<file path="src/rtl/reg_to_axi_lite_bridge.sv">
// RegBus slave to AXI-Lite master bridge: one command in flight, replayed as a
// single AXI-Lite read or write, completed back on RegBus with rdata/error.

package reg_to_axi_lite_bridge_pkg;
   localparam int unsigned AddrWidth = 32;
   localparam int unsigned DataWidth = 32;
   localparam int unsigned StrbWidth = DataWidth / 8;

   typedef struct packed {
      logic                 valid;
      logic                 write;
      logic [AddrWidth-1:0] addr;
      logic [DataWidth-1:0] wdata;
      logic [StrbWidth-1:0] wstrb;
   } reg_req_t;

   typedef struct packed {
      logic                 ready;
      logic [DataWidth-1:0] rdata;
      logic                 error;
   } reg_rsp_t;

   typedef struct packed {
      logic [AddrWidth-1:0] addr;
      logic [2:0]           prot;
   } axi_lite_ax_t;

   typedef struct packed {
      logic [DataWidth-1:0] data;
      logic [StrbWidth-1:0] strb;
   } axi_lite_w_t;

   typedef struct packed {
      logic [1:0] resp;
   } axi_lite_b_t;

   typedef struct packed {
      logic [DataWidth-1:0] data;
      logic [1:0]           resp;
   } axi_lite_r_t;

   typedef struct packed {
      axi_lite_ax_t aw;
      logic         aw_valid;
      axi_lite_w_t  w;
      logic         w_valid;
      logic         b_ready;
      axi_lite_ax_t ar;
      logic         ar_valid;
      logic         r_ready;
   } axi_lite_req_t;

   typedef struct packed {
      logic        aw_ready;
      logic        w_ready;
      axi_lite_b_t b;
      logic        b_valid;
      logic        ar_ready;
      axi_lite_r_t r;
      logic        r_valid;
   } axi_lite_rsp_t;
endpackage

// Handshakes: a transfer happens on a rising edge where valid and ready are
// both 1; a valid, once raised, holds with a stable payload until that edge.
module reg_to_axi_lite_bridge #(
   parameter int unsigned AddrWidth      = 32,
   parameter int unsigned DataWidth      = 32,
   parameter type         reg_req_t      = reg_to_axi_lite_bridge_pkg::reg_req_t,
   parameter type         reg_rsp_t      = reg_to_axi_lite_bridge_pkg::reg_rsp_t,
   parameter type         axi_lite_req_t = reg_to_axi_lite_bridge_pkg::axi_lite_req_t,
   parameter type         axi_lite_rsp_t = reg_to_axi_lite_bridge_pkg::axi_lite_rsp_t
) (
   input  logic          clk_i,
   input  logic          rst_ni,
   input  reg_req_t      reg_req_i,
   output reg_rsp_t      reg_rsp_o,
   output axi_lite_req_t axi_lite_req_o,
   input  axi_lite_rsp_t axi_lite_rsp_i,
   output logic [2:0]    o_dbg_state
);

   localparam int unsigned StrbWidth = DataWidth / 8;

   // Debug encoding: IDLE=0, WRITE=1, WR_RESP=2, RD_ADDR=3, RD_DATA=4, DONE=5.
   typedef enum logic [2:0] {
      S_IDLE    = 3'd0,
      S_WRITE   = 3'd1,
      S_WR_RESP = 3'd2,
      S_RD_ADDR = 3'd3,
      S_RD_DATA = 3'd4,
      S_DONE    = 3'd5
   } state_e;

   state_e                 r_state;
   logic                   r_aw_pend;
   logic                   r_w_pend;
   logic                   r_ar_valid;
   logic                   r_b_ready;
   logic                   r_r_ready;
   logic                   r_ready;
   logic                   r_error;
   logic [DataWidth-1:0]   r_rdata;
   logic [AddrWidth-1:0]   r_addr;
   logic [DataWidth-1:0]   r_wdata;
   logic [StrbWidth-1:0]   r_wstrb;

   logic                   w_aw_left;
   logic                   w_w_left;

   // A pend flag survives the edge only if its handshake did not happen now.
   assign w_aw_left = r_aw_pend & ~axi_lite_rsp_i.aw_ready;
   assign w_w_left  = r_w_pend  & ~axi_lite_rsp_i.w_ready;

   always_ff @(posedge clk_i or negedge rst_ni) begin
      if (!rst_ni) begin
         r_state    <= S_IDLE;
         r_aw_pend  <= 1'b0;
         r_w_pend   <= 1'b0;
         r_ar_valid <= 1'b0;
         r_b_ready  <= 1'b0;
         r_r_ready  <= 1'b0;
         r_ready    <= 1'b0;
         r_error    <= 1'b0;
         r_rdata    <= '0;
         r_addr     <= '0;
         r_wdata    <= '0;
         r_wstrb    <= '0;
      end else begin
         case (r_state)
            S_IDLE: begin
               if (reg_req_i.valid) begin
                  r_addr  <= reg_req_i.addr;
                  r_wdata <= reg_req_i.wdata;
                  r_wstrb <= reg_req_i.wstrb;
                  if (reg_req_i.write) begin
                     r_aw_pend <= 1'b1;
                     r_w_pend  <= 1'b1;
                     r_state   <= S_WRITE;
                  end else begin
                     r_ar_valid <= 1'b1;
                     r_state    <= S_RD_ADDR;
                  end
               end
            end
            S_WRITE: begin
               r_aw_pend <= w_aw_left;
               r_w_pend  <= w_w_left;
               if (!w_aw_left && !w_w_left) begin
                  r_b_ready <= 1'b1;
                  r_state   <= S_WR_RESP;
               end
            end
            S_WR_RESP: begin
               if (axi_lite_rsp_i.b_valid) begin
                  r_b_ready <= 1'b0;
                  r_error   <= (axi_lite_rsp_i.b.resp != 2'b00);
                  r_rdata   <= '0;
                  r_ready   <= 1'b1;
                  r_state   <= S_DONE;
               end
            end
            S_RD_ADDR: begin
               if (axi_lite_rsp_i.ar_ready) begin
                  r_ar_valid <= 1'b0;
                  r_r_ready  <= 1'b1;
                  r_state    <= S_RD_DATA;
               end
            end
            S_RD_DATA: begin
               if (axi_lite_rsp_i.r_valid) begin
                  r_r_ready <= 1'b0;
                  r_rdata   <= axi_lite_rsp_i.r.data;
                  r_error   <= (axi_lite_rsp_i.r.resp != 2'b00);
                  r_ready   <= 1'b1;
                  r_state   <= S_DONE;
               end
            end
            S_DONE: begin
               // The upstream valid is still high here; IDLE samples next cycle.
               r_ready <= 1'b0;
               r_state <= S_IDLE;
            end
            default: begin
               r_state <= S_IDLE;
            end
         endcase
      end
   end

   always_comb begin
      axi_lite_req_o          = '0;
      axi_lite_req_o.aw.addr  = r_addr;
      axi_lite_req_o.aw.prot  = 3'b000;
      axi_lite_req_o.aw_valid = r_aw_pend;
      axi_lite_req_o.w.data   = r_wdata;
      axi_lite_req_o.w.strb   = r_wstrb;
      axi_lite_req_o.w_valid  = r_w_pend;
      axi_lite_req_o.b_ready  = r_b_ready;
      axi_lite_req_o.ar.addr  = r_addr;
      axi_lite_req_o.ar.prot  = 3'b000;
      axi_lite_req_o.ar_valid = r_ar_valid;
      axi_lite_req_o.r_ready  = r_r_ready;
   end

   always_comb begin
      reg_rsp_o       = '0;
      reg_rsp_o.ready = r_ready;
      reg_rsp_o.rdata = r_rdata;
      reg_rsp_o.error = r_error;
   end

   assign o_dbg_state = r_state;

endmodule

</file>
<file path="config.mk">
export PLATFORM = sky130hd
export DESIGN_NAME = reg_to_axi_lite_bridge
export DESIGN_NICKNAME = d
export VERILOG_FILES = /design/src/rtl/reg_to_axi_lite_bridge.sv
export SDC_FILE = /design/constraint.sdc
export NUM_CORES = 1
export LEC_CHECK = 0
export CORE_AREA = 2 2 93 131
export CTS_CLUSTER_SIZE = 16
export DETAILED_ROUTE_END_ITERATION = 8
export DIE_AREA = 0 0 95 133
export GPL_TIMING_DRIVEN = 0
export PLACE_DENSITY = 0.83
export SLEW_MARGIN = 20
export SYNTH_ARGS = -nofsm -noshare
export SYNTH_HDL_FRONTEND = slang
export SYNTH_SLANG_ARGS = --single-unit
</file>
<file path="constraint.sdc">
create_clock -name clk_i -period 2.69 [get_ports clk_i]
set_input_delay 0.807 -clock clk_i [delete_from_list [all_inputs] [get_ports clk_i]]
set_output_delay 0.807 -clock clk_i [all_outputs]
set_load 0.02 [all_outputs]
</file>
==> results of run 1 <==
## state kept, by name (all words and copies together) (netlist names)
| name | cells |
|---|---|
| o_dbg_state | 3 |
| r_addr | 32 |
| r_ar_valid | 1 |
| r_aw_pend | 1 |
| r_b_ready | 1 |
| r_error | 1 |
| r_r_ready | 1 |
| r_rdata | 32 |
| r_ready | 1 |
| r_w_pend | 1 |
| r_wdata | 32 |
| r_wstrb | 4 |
## layout by cell type (no fill, tap or decap), types with 4 or more instances in the layout
master and count:
buf_6 9, nor2_1 5, inv_1 4, dfrtp_1 110
conb_1 6, mux2_2 63, a22o_1 32, buf_2 5
clkdlybuf4s50_1 253, clkbuf_1 4, nor2b_1 4, mux2_4 7
clkbuf_16 9, buf_4 45, a21oi_1 6
## cell families after synthesis
logic type,Yosys count,synth area share [%]
flip-flops,110,59.8
AO/OA/AOI/OAI,50,8.73
multiplexers,72,18.1
AND/OR/NAND/NOR,20,2.72
other,1,0.0815
buffers and inverters,66,10.5
## area by class of cell
| cell class | instances | share of cell area, % |
|---|---|---|
| tap | 147 | 2.38 |
| clock buffer | 9 | 2.92 |
| buffer | 62 | 6.07 |
| clock inverter | 7 | 1.56 |
| timing repair buffer | 255 | 33.2 |
| inverter | 4 | 0.195 |
| multi-input combinational | 148 | 17.9 |
| sequential | 110 | 35.7 |
## final timing paths
kind	end	slack, ns	depth (start not counted)
worst max-delay path	r_wstrb[2]$_DFFE_PN0P_	0.28	4
worst min-delay path	r_wdata[15]$_DFFE_PN0P_	0.45	1
worst max register to register	r_wstrb[2]$_DFFE_PN0P_	0.72	4
worst min register to register	r_rdata[23]$_DFFE_PN0P_	0.50	1
max in group asynchronous	r_rdata[6]$_DFFE_PN0P_	1.60	2
min in group clk_i	r_rdata[23]$_DFFE_PN0P_	0.50	1
## routing by layer
layer	global-route usage (%)	vias up	part of all wire [%]
met4	8.86	0	3.2
met1	21.2	1686	36
met3	5.30	27	8.6
li1	-	1625	-
met5	0	-	0
met2	35.7	186	53
## synthesized netlist by cell type
master,number
a21o_1,1
a21oi_1,6
a21oi_2,1
a221oi_1,1
a22o_1,32
a31oi_1,3
buf_2,5
buf_4,45
buf_6,8
clkbuf_1,4
conb_1,1
dfrtp_1,110
inv_1,4
mux2_2,63
mux2_4,7
mux2i_1,2
nand2_1,3
nand2b_1,1
nand3b_1,2
nor2_1,5
nor2b_1,4
nor3_1,2
nor3b_1,1
nor4b_4,1
o21a_1,1
o21ai_0,1
o21bai_1,1
o221ai_1,1
o311a_1,1
o311ai_0,1
or4_1,1
## report_power, final
group | total, mW | internal [mW] | switching (mW) | leakage (nW)
Clock | 1.50 | 0.913 | 0.586 | 0.166
Sequential | 2.87 | 2.39 | 0.485 | 1.35
Combinational | 5.32 | 2.96 | 2.36 | 1.82
==> impl_results.md, run 1 <==
- Status: completed
- H-tree levels: 3
- Critical path's top delay family: buffers and inverters
- Crit end category: flop
- HP Class: in2async
- Initial DRC count: between 80 and 90
- Vias per cell: between 4 and 5
- Final hold violations: 0
- Syn Area/Cell: approximately 14 um2
- Vias: 3524
- Final worst-path cycle share: roughly 90%
- TritonCTS clock tree: yes
- CTS Buffer Depth: 2
- Final hold slack: about 0.45 ns
- Multi-input gate area: 0.00138 mm2
- Clk Latency, worst-skew pair: between 0.3 and 0.4 ns
- P&R area growth vs syn: 67.6%
- Final WL: approximately 12000 um
- Maxcap violations: 0
- Crit-path max cell delay: approximately 0.70 ns
- Worst Tran Pin Value: 0.815 ns
- Number of antenna diodes: 0
- # IOs: around 260
- Final worst slack: 0.279 ns
- Finished Layout Cells: 742
- Placed insts: 726
- Die Y: 133 um
- Worst-path maximum fanout: 10
- FF+latch count, synth: 110
- CP cell instances: clkdlybuf4s50_1, nor4b_4, buf_6, mux2_2
- TritonCTS Sinks: 110
- Placed cell area: approximately 0.0074 mm2
- Final Util: approximately 67%
- Fraction of layout cells with a size suffix above 1: about 25%
- Global-route wire length before repair: around 19000 um
- Reg area: ~0.0028 mm2
- Critical Setup Path Class: in2reg
- Synth top area share: around three fifths
- Grt ovf: 0
- Yosys top cell by area: dfrtp_1
- Remaining DRCs: 0
- Die width: roughly 95 um
- Initial antenna violation count: 0
- Arrival time worst endpoint: 2.64 ns
- Final setup fails: 0
- Clock Tree Root: clkbuf_16
- Register area share after synthesis: 59.8%
- Slew HR: between 40 and 50%
- Slew Viols, Final: 0
- Worst path bufs/invs: 2
- Final min period: about 2.4 ns
- Fin Setup TNS: 0 ns
- Fmax achieved: 0.415 GHz
- Fillers: approximately 860
- Vias in the first global route: ~3800
- Power per cell area: 1260 mW/mm2
- Clock Skew: between 0.008 and 0.009 ns
- CP Data Required Time: approximately 3 ns
- Die ar.: 0.0126 mm2
- Pre-antenna DRT Iters: 4
- WL per Instance: around 17 um
- Critical path origin: reg_req_i[69]
- RSZ-0062 raised after global routing: no
- Final instance area: about 0.0077 mm2
- Num rows: 47
- GPL Wtd Cong: around 0.77
- All-Layer GR Usage: 19.8%
- Synthesized instance count: 319
- Critical Path Start Type: input pin
- Final ANT Viol Nets: 0
- # port buffers: 254
- P_leak: 3.34 nW
- Clk pin slew, worst setup/hold paths: roughly 0.070 ns
- Post-Syn Area: 0.00460 mm2
- VDD IR max: between 0.4 and 0.5 mV
- Initial Util: between 30% and 40%
- Core Area: between 0.01 and 0.015 mm2
- Power, Total: approximately 9.7 mW
- Resize count post-CTS: 0
- Pre-CTS WS: -0.126 ns
- Synth warnings: 0
- Cts hold-fix bufs: 0
- Detail Placement HPWL: approximately 9700 um
- Launch point of the worst reg-to-reg path: o_dbg_state[1]$_DFFE_PN0P_
- Post-CTS setup buffer count: 0
- Largest net degree at the start of global routing: 66
- Cts bufs inserted: 9
- Post-layout nets: ~700
- Largest cells by area after synthesis: dfrtp_1 (60%), mux2_2 (15%), buf_4 (7.3%)
- Yosys cell types: 31
- CP max stage cell: nor4b_4
No activity file was read; power rests on OpenSTA's default activity.
==> run 2: changes to the inputs <==
Settings changed: CAP_MARGIN set to 20, GPL_ROUTABILITY_DRIVEN set to 0.
==> results of run 2 <==
The final DEF is identical to that of run 1; final timing and power are the same.
